[config.mk]
export PLATFORM = sky130hd
export DESIGN_NAME = ncl_wavefront_sequencer
export DESIGN_NICKNAME = d
export VERILOG_FILES = /design/src/rtl/ncl_wavefront_sequencer.sv
export SDC_FILE = /design/constraint.sdc
export NUM_CORES = 1
export LEC_CHECK = 0
export ABC_AREA = 0
export CAP_MARGIN = 30
export CELL_PAD_IN_SITES_DETAIL_PLACEMENT = 1
export CELL_PAD_IN_SITES_GLOBAL_PLACEMENT = 1
export CORE_MARGIN = 5
export CORE_UTILIZATION = 43
export CTS_CLUSTER_DIAMETER = 150
export DETAILED_ROUTE_END_ITERATION = 12
export PLACE_DENSITY = 0.81
export SLEW_MARGIN = 20
export SYNTH_ARGS = -nofsm -noshare
export SYNTH_HDL_FRONTEND = slang
export SYNTH_SLANG_ARGS = --single-unit
[constraint.sdc]
create_clock -name clk -period 6.4 [get_ports clk]
set_input_delay 1.28 -clock clk [delete_from_list [all_inputs] [get_ports clk]]
set_output_delay 1.28 -clock clk [all_outputs]
set_load 0.01 [all_outputs]
[src/rtl/ncl_wavefront_sequencer.sv]
// ncl_wavefront_sequencer
// Clocked controller for a 1-of-4 NCL pipeline. Two requesters share the
// pipeline input under round-robin arbitration. DATA/NULL wavefronts are
// sequenced from the first-stage completion, results are drained from the
// last stage, and each result is tagged with the id of its requester.
// Optional protocol checking (illegal rails, tag underflow, stall watchdog)
// is built when the macro NCL_SEQ_ERRCHK_EN is defined; otherwise err is 0.
module ncl_wavefront_sequencer #(
    parameter int SYNC_STAGES  = 2,
    parameter int MAX_INFLIGHT = 4
) (
    input  logic       clk,
    input  logic       init,
    input  logic       req0_valid,
    input  logic [1:0] req0_sym,
    output logic       req0_ready,
    input  logic       req1_valid,
    input  logic [1:0] req1_sym,
    output logic       req1_ready,
    output logic [3:0] pipe_in,
    input  logic       pipe_in_comp,
    input  logic [3:0] pipe_out,
    output logic       pipe_out_comp,
    output logic       rsp_valid,
    output logic       rsp_id,
    output logic [1:0] rsp_sym,
    input  logic       rsp_ready,
    output logic [4:0] inflight,
    output logic       err
);

    localparam int         PTR_W    = $clog2(MAX_INFLIGHT);
    localparam logic [4:0] FULL_CNT = 5'(MAX_INFLIGHT);

    typedef enum logic [1:0] {
        IN_IDLE = 2'd0,
        IN_DATA = 2'd1,
        IN_NULL = 2'd2
    } in_state_t;

    typedef enum logic {
        OUT_WAIT_DATA = 1'b0,
        OUT_WAIT_NULL = 1'b1
    } out_state_t;

    // Index of the lowest asserted rail; used for both legal and illegal codes.
    function automatic logic [1:0] f_low_rail(input logic [3:0] rails);
        logic [1:0] idx;
        idx = 2'd0;
        for (int i = 3; i >= 0; i--) begin
            if (rails[i]) idx = 2'(i);
        end
        return idx;
    endfunction

    // Synchronizer flops
    logic [SYNC_STAGES-1:0]      r_cin_sync;
    logic [SYNC_STAGES-1:0][3:0] r_rout_sync;
    logic                        w_cin;
    logic [3:0]                  w_rout;

    // Input side
    in_state_t  r_in_state;
    in_state_t  w_in_next;
    logic [3:0] r_pipe_in;
    logic       r_rr_next;
    logic       w_grant;
    logic       w_grant_id;
    logic [1:0] w_grant_sym;

    // Tag FIFO
    logic             r_tag_mem [MAX_INFLIGHT];
    logic [PTR_W-1:0] r_wr_ptr;
    logic [PTR_W-1:0] r_rd_ptr;
    logic [4:0]       r_count;
    logic             w_fifo_full;
    logic             w_fifo_empty;
    logic             w_push;
    logic             w_pop;

    // Output side
    out_state_t r_out_state;
    out_state_t w_out_next;
    logic       w_capture;
    logic       r_rsp_valid;
    logic       r_rsp_id;
    logic [1:0] r_rsp_sym;

    assign w_cin        = r_cin_sync[SYNC_STAGES-1];
    assign w_rout       = r_rout_sync[SYNC_STAGES-1];
    assign w_fifo_full  = (r_count == FULL_CNT);
    assign w_fifo_empty = (r_count == 5'd0);

    // Bring the asynchronous completion and output rails into the clock domain.
    always_ff @(posedge clk or posedge init) begin
        if (init) begin
            r_cin_sync  <= '0;
            r_rout_sync <= '0;
        end else begin
            r_cin_sync  <= {r_cin_sync[SYNC_STAGES-2:0], pipe_in_comp};
            r_rout_sync <= {r_rout_sync[SYNC_STAGES-2:0], pipe_out};
        end
    end

    // Arbitration: a grant needs an idle injector, a NULL-holding first stage
    // and room for the tag; contention goes to the requester not served last.
    always_comb begin
        w_grant     = 1'b0;
        w_grant_id  = 1'b0;
        w_grant_sym = req0_sym;
        if ((r_in_state == IN_IDLE) && !w_cin && !w_fifo_full &&
            (req0_valid || req1_valid)) begin
            w_grant = 1'b1;
            if (req0_valid && req1_valid) begin
                w_grant_id = r_rr_next;
            end else begin
                w_grant_id = req1_valid;
            end
            w_grant_sym = w_grant_id ? req1_sym : req0_sym;
        end
    end

    // Injector state register.
    always_ff @(posedge clk or posedge init) begin
        if (init) r_in_state <= IN_IDLE;
        else      r_in_state <= w_in_next;
    end

    // Injector next state: DATA held until the first stage completes, then
    // NULL held until the first stage clears.
    always_comb begin
        w_in_next = r_in_state;
        case (r_in_state)
            IN_IDLE: if (w_grant) w_in_next = IN_DATA;
            IN_DATA: if (w_cin)   w_in_next = IN_NULL;
            IN_NULL: if (!w_cin)  w_in_next = IN_IDLE;
            default:              w_in_next = IN_IDLE;
        endcase
    end

    // Injector outputs: ready pulses only in the grant cycle and never while init is held.
    always_comb begin
        req0_ready = w_grant && !w_grant_id && !init;
        req1_ready = w_grant &&  w_grant_id && !init;
    end

    // Registered input rails and round-robin pointer.
    always_ff @(posedge clk or posedge init) begin
        if (init) begin
            r_pipe_in <= 4'b0000;
            r_rr_next <= 1'b0;
        end else begin
            if (w_grant) begin
                r_pipe_in <= 4'b0001 << w_grant_sym;
                r_rr_next <= ~w_grant_id;
            end else if ((r_in_state == IN_DATA) && w_cin) begin
                r_pipe_in <= 4'b0000;
            end
        end
    end

    assign w_push = w_grant;
    assign w_pop  = w_capture && !w_fifo_empty;

    // Tag storage is plain data and needs no reset; the pointers define validity.
    always_ff @(posedge clk) begin
        if (w_push) r_tag_mem[r_wr_ptr] <= w_grant_id;
    end

    // Tag FIFO pointers and occupancy; push and pop together leave the count alone.
    always_ff @(posedge clk or posedge init) begin
        if (init) begin
            r_wr_ptr <= '0;
            r_rd_ptr <= '0;
            r_count  <= 5'd0;
        end else begin
            if (w_push) r_wr_ptr <= r_wr_ptr + 1'b1;
            if (w_pop)  r_rd_ptr <= r_rd_ptr + 1'b1;
            case ({w_push, w_pop})
                2'b10:   r_count <= r_count + 5'd1;
                2'b01:   r_count <= r_count - 5'd1;
                default: r_count <= r_count;
            endcase
        end
    end

    // A result is taken only when the response slot is free or being emptied.
    assign w_capture = (r_out_state == OUT_WAIT_DATA) && (w_rout != 4'b0000) &&
                       (!r_rsp_valid || rsp_ready);

    // Drain state register.
    always_ff @(posedge clk or posedge init) begin
        if (init) r_out_state <= OUT_WAIT_DATA;
        else      r_out_state <= w_out_next;
    end

    // Drain next state: acknowledge DATA once captured, release on NULL.
    always_comb begin
        w_out_next = r_out_state;
        case (r_out_state)
            OUT_WAIT_DATA: if (w_capture)            w_out_next = OUT_WAIT_NULL;
            OUT_WAIT_NULL: if (w_rout == 4'b0000)    w_out_next = OUT_WAIT_DATA;
            default:                                 w_out_next = OUT_WAIT_DATA;
        endcase
    end

    // Drain output: completion is high exactly while waiting for NULL.
    always_comb begin
        pipe_out_comp = (r_out_state == OUT_WAIT_NULL);
    end

    // Response slot: loaded on capture, cleared on handshake, otherwise held stable.
    always_ff @(posedge clk or posedge init) begin
        if (init) begin
            r_rsp_valid <= 1'b0;
            r_rsp_id    <= 1'b0;
            r_rsp_sym   <= 2'd0;
        end else if (w_capture) begin
            r_rsp_valid <= 1'b1;
            r_rsp_id    <= w_fifo_empty ? 1'b0 : r_tag_mem[r_rd_ptr];
            r_rsp_sym   <= f_low_rail(w_rout);
        end else if (r_rsp_valid && rsp_ready) begin
            r_rsp_valid <= 1'b0;
        end
    end

`ifdef NCL_SEQ_ERRCHK_EN
    // More than one rail high is not a legal 1-of-4 code.
    function automatic logic f_multi_hot(input logic [3:0] rails);
        return (rails & (rails - 4'd1)) != 4'd0;
    endfunction

    logic [10:0] r_wd_cnt;
    logic        r_err;
    logic        w_stall;

    assign w_stall = (r_wd_cnt == 11'd1024);

    // Watchdog: cycles spent in the current DATA or NULL phase, saturating.
    always_ff @(posedge clk or posedge init) begin
        if (init) begin
            r_wd_cnt <= 11'd0;
        end else if ((r_in_state == IN_IDLE) || (w_in_next != r_in_state)) begin
            r_wd_cnt <= 11'd0;
        end else if (r_wd_cnt != 11'd1025) begin
            r_wd_cnt <= r_wd_cnt + 11'd1;
        end
    end

    // Sticky error: illegal rails, result with no tag, or a stuck wavefront.
    always_ff @(posedge clk or posedge init) begin
        if (init) begin
            r_err <= 1'b0;
        end else if ((w_capture && (f_multi_hot(w_rout) || w_fifo_empty)) || w_stall) begin
            r_err <= 1'b1;
        end
    end

    assign err = r_err;
`else
    assign err = 1'b0;
`endif

    assign pipe_in   = r_pipe_in;
    assign rsp_valid = r_rsp_valid;
    assign rsp_id    = r_rsp_id;
    assign rsp_sym   = r_rsp_sym;
    assign inflight  = r_count;

endmodule

Yosys cells after proc, flatten, opt, wreduce, memory -nomap -nowiden
Memories as Yosys holds them, arrays and structs flattened.
Cells that the tools add are included.
Operators by class
  bitwise logic cells: 2
  shift operators: 1
  add/subtract/negate cells: 4
  eq/ne operators: 8
  mux-type cells: 25
  reduce and logical (&&, ||, !) cells: 29
Operator list (count)
  $mux 2: 9
  $logic_and 1x1->1: 13
  $mux 1: 11
  $pmux 5 s2: 1
  $mux 4: 2
  $logic_not 1->1: 6
  $ne 2x2->1 const B: 3
  $pmux 2 s3: 1
  $reduce_bool 2->1: 3
  $add 5x1->5 const B: 1
  $eq 5x3->1 const B: 1
  $logic_not 5->1: 1
  $sub 5x1->5 const B: 1
  $add 2x1->2 const B: 2
  $eq 2x1->1 const B: 2
  $eq 2x2->1 const B: 2
  $logic_not 4->1: 1
  $reduce_bool 4->1: 1
  $shl 1x2->4 const A: 1
  $reduce_and 3->1: 1
  $logic_not 2->1: 1
  $logic_or 1x1->1: 2
  $not 1->1: 2
  $pmux 1 s2: 1
Word-level totals
  input bits: 14
  memories: 1
  output and inout bits: 17
  memory bits (writable): 4
  register bits after elaboration: 31
  word-level logic and storage cells: 83
Memory list
  r_tag_mem: words 4, width 1, read ports 1, clocked after memory_dff 0, wr ports 1, RTL line 72  | logic r_tag_mem [MAX_INFLIGHT];

Depth between registers and ports, before layout
  depth after elaboration: 9
  mapped depth: 11
  depth with buffers taken out: 11

Least setup slack after synthesis
OpenSTA, ideal clock, no wires.
  path kind: input -> output
  start: in req0_valid
  end: out req0_ready
  data required time: 5.120 ns
  stages on the path: 3
  slack: 3.064 ns
  arrival time: 2.056 ns
  buffers on the path: 0
  cell sequence: inv_1 o21ai_1 nor3b_1
On the way
  longest elaborated chain between the ends: 7
  elaborated cells on any way between the ends: 10
  those cells by class: mux (4); reduce/logical (6)
Ends and longest elaborated chain
  start, declared: RTL line 14  | input logic req0_valid,
  $logic_and 1x1->1: RTL line 114  | if (req0_valid && req1_valid) begin
  $mux 1: RTL line 114
  $mux 1 (2 in series): RTL line 111  | if ((r_in_state == IN_IDLE) && !w_cin && !w_fifo_full &&
  $logic_not 1->1: RTL line 143  | req0_ready = w_grant && !w_grant_id && !init;
  $logic_and 1x1->1 * (2 in series): RTL line 143
  end, declared: RTL line 16  | output logic req0_ready,
Every way passes the cells marked *; elsewhere a longest branch is shown, timed or not. The select of a mux whose other input is x is not followed.

Final worst setup path
Ends and elaborated chain as after synthesis.

==> impl_results.md <==
- Status: completed
- CTS Hold Bufs: 0
- Top cell type's share of synthesized area: 0.489
- Core area: around 3600 µm²
- Wire length per cell after detailed routing: 15.1 µm
- Post-CTS Setup Bufs: 0
- Tot Pwr: roughly 0.00079 W
- Port-buffer cells: 29
- Clock root buffer: clkbuf_8
- Clk_skew: roughly 6.8 ps
- CTS sink count: 35
- Final Hold Fails: 0
- Top FF cell, synth: dfrtp_1
- Final setup violation count: 0
- Post-Synthesis Cells: around 140
- Layout area overhead: 25.7%
- Tcrit/Tclk final: 0.693
- Top delay family on crit path: buffers and inverters
- Drt first pass iters: 4
- Max Cap Viol: 0
- Hold WC Path Type: reg -> reg
- First-pass GRT wire length: 5730 µm
- Max clock buf depth: 2
- Cells along the critical path: clkdlybuf4s50_1 > inv_1 > o21ai_1 > nor3b_1 > clkdlybuf4s50_1
- Synth top area cells: dfrtp_1, edfxtp_1, ha_1
- Post-synthesis cell type count: 37
- Initial Util: 0.440
- DR vias/cell: 5.10
- Fin crit period: ~4400 ps
- CTS H-tree depth: 2
- Cell taking the most area after synthesis: dfrtp_1
- CTS tree: yes
- Row count: 22
- CP endpoint kind: primary output
- Initial antenna violation count: 0
- Post-CTS sizing: 0
- Pwr/cell area: around 400 nW/µm²
- Ys async rst share: 0.886
- IR Drop Worst-Case VDD: 0.000211 V
- Chip height: 70.7 µm
- Layout cells sized above 1: 0.101
- CP Launch Type: primary input
- Peak Freq: around 0.23 GHz
- Clock latency on the worst-skew pair: around 290 ps
- Critical path buffers and inverters: 3
- CTS buffer count: 5
- I/O pin total: 31
- Largest net degree at the start of global routing: 32
- Cell with the most instances after synthesis: dfrtp_1
- Worst-path maximum fanout: 7
- CP Class: in -> out
- Final Slew Violations: 0
- Total GRT Usage: 0.145
- RSZ-0062 raised after global routing: false
- Post-DP HPWL: around 2500 µm
- Slew margin rel.: 0.565
- Number of synthesized flops with an enable pin: 4
- Pleak: about 0.84 nW
- Worst hold slack: around 360 ps
- Clock transition at path regs: roughly 70 ps
- Setup TNS: 0 ps
- Max incr delay on CP: approximately 570 ps
- Final nets: around 190
- FF+latch count, synth: 35
- Post-Syn Area: approximately 1600 µm²
- Remaining Overflow, GRT: 0
- Violation count after the first detailed-route iteration: 31
- Register area share after synthesis: 0.565
- Syn_nets: approximately 160
- Worst path arrival time: around 3200 ps
- Fillcell total: roughly 390
- Detailed-route DRC error count: 0
- Routability Congestion: 0.850
- Yosys warns: 0
- Slowest-stage cell, CP: clkdlybuf4s50_1
- Critical Path Most Common Cell: clkdlybuf4s50_1
- Top cells by count, synth: dfrtp_1, inv_1, nor2_1, xnor2_1, ha_1
- Final WL: about 3300 µm
- Worst EP required: between 5000 and 6000 ps
- Vias in the first global route: between 1000 and 1500
- Fin area: around 2000 µm²
- Via count: approximately 1100
- Area of placed instances: roughly 1900 µm²
- Mean Syn Cell Area: between 10 and 15 µm²
- Worst slew pin tran: approximately 650 ps
- ANT cells: 0
- Antenna violation net count after detailed routing: 0
- Die span in x: around 71 µm
- Die area: 5000 µm²
==> routing by layer <==
metal  wire, µm  GRT usage  part of all wire
met4         59     0.0585             0.018
met2       1700      0.246              0.52
met1       1350      0.163              0.41
met3        160     0.0568             0.049
met5          0          0                 0
==> metrics by stage <==
| stage | instances | setup WS (ps) | utilization |
|---|---|---|---|
| 2_1_floorplan | 135 | 3060 | - |
| 3_3_place_gp | 208 | 2020 | 0.527 |
| 3_5_place_dp | 208 | 1950 | 0.527 |
| 4_1_cts | 216 | 1940 | 0.553 |
| 5_1_grt | 216 | 1830 | 0.553 |
| 6_report | 216 | 1970 | 0.553 |
==> placed cells by master (no fill, tap or decap), types with 2 or more instances in the layout <==
master,Yosys,routed
dfrtp_1,31,31
clkbuf_8,0,5
inv_1,16,15
nor2_1,11,11
a21oi_1,4,4
mux2i_1,2,2
o21ai_0,5,5
o31ai_1,4,4
nor3_1,3,3
clkdlybuf4s50_1,0,29
nand2b_1,4,4
a31oi_1,2,2
edfxtp_1,4,4
xnor2_1,8,8
nand3_1,6,6
mux2_2,3,3
o22a_1,2,2
ha_1,7,7
==> final timing paths <==
path / start / end / slack [ps] / cells after the start
worst min-delay path: r_cin_sync[0] / r_cin_sync[1] / 360 / 0
max in group asynchronous: init / pipe_in[0] / 4510 / 2
min in group asynchronous: init / pipe_in[1] / 1450 / 2
worst max-delay path: req0_valid / req0_ready / 1970 / 5
worst max register to register: inflight[0] / inflight[4] / 3420 / 10
worst min register to register: r_cin_sync[0] / r_cin_sync[1] / 360 / 0
==> layout make-up <==
cell class / instances / area, µm² / area share
clock buffers: 5 / 68.8 / 0.0345
clock inverters: 3 / 22.5 / 0.0113
inverters: 16 / 60.1 / 0.0301
multi-input cells: 79 / 588 / 0.295
flip-flops and latches: 35 / 896 / 0.449
well taps: 48 / 60.1 / 0.0301
repair buffers: 30 / 298 / 0.149
==> sequential cells by signal, summed over array words and instances (netlist names), 2 cells and up <==
register and flops:
inflight 5, pipe_in 4, r_rout_sync 4, r_tag_mem 4
w_rout 4, r_cin_sync 2, r_in_state 2, r_rd_ptr 2
r_wr_ptr 2, rsp_sym 2
==> logic make-up after synthesis <==
logic type / after synthesis / synth area share
buf+inv: 21 / 0.0639
mux: 7 / 0.0552
simple gates: 30 / 0.100
xor+xnor: 9 / 0.0497
fa+ha+maj: 7 / 0.0552
compound gates: 25 / 0.108
other cells: 1 / 0.00237
flops: 35 / 0.565
==> report_power, final <==
group | leakage, nW | internal (W) | total (W) | switching [W]
sequential | 0.407 | 0.000288 | 0.000350 | 0.0000626
clock | 0.0451 | 0.0000780 | 0.000165 | 0.0000870
combinational | 0.387 | 0.000152 | 0.000279 | 0.000127
(Power assumes the default switching activity.)
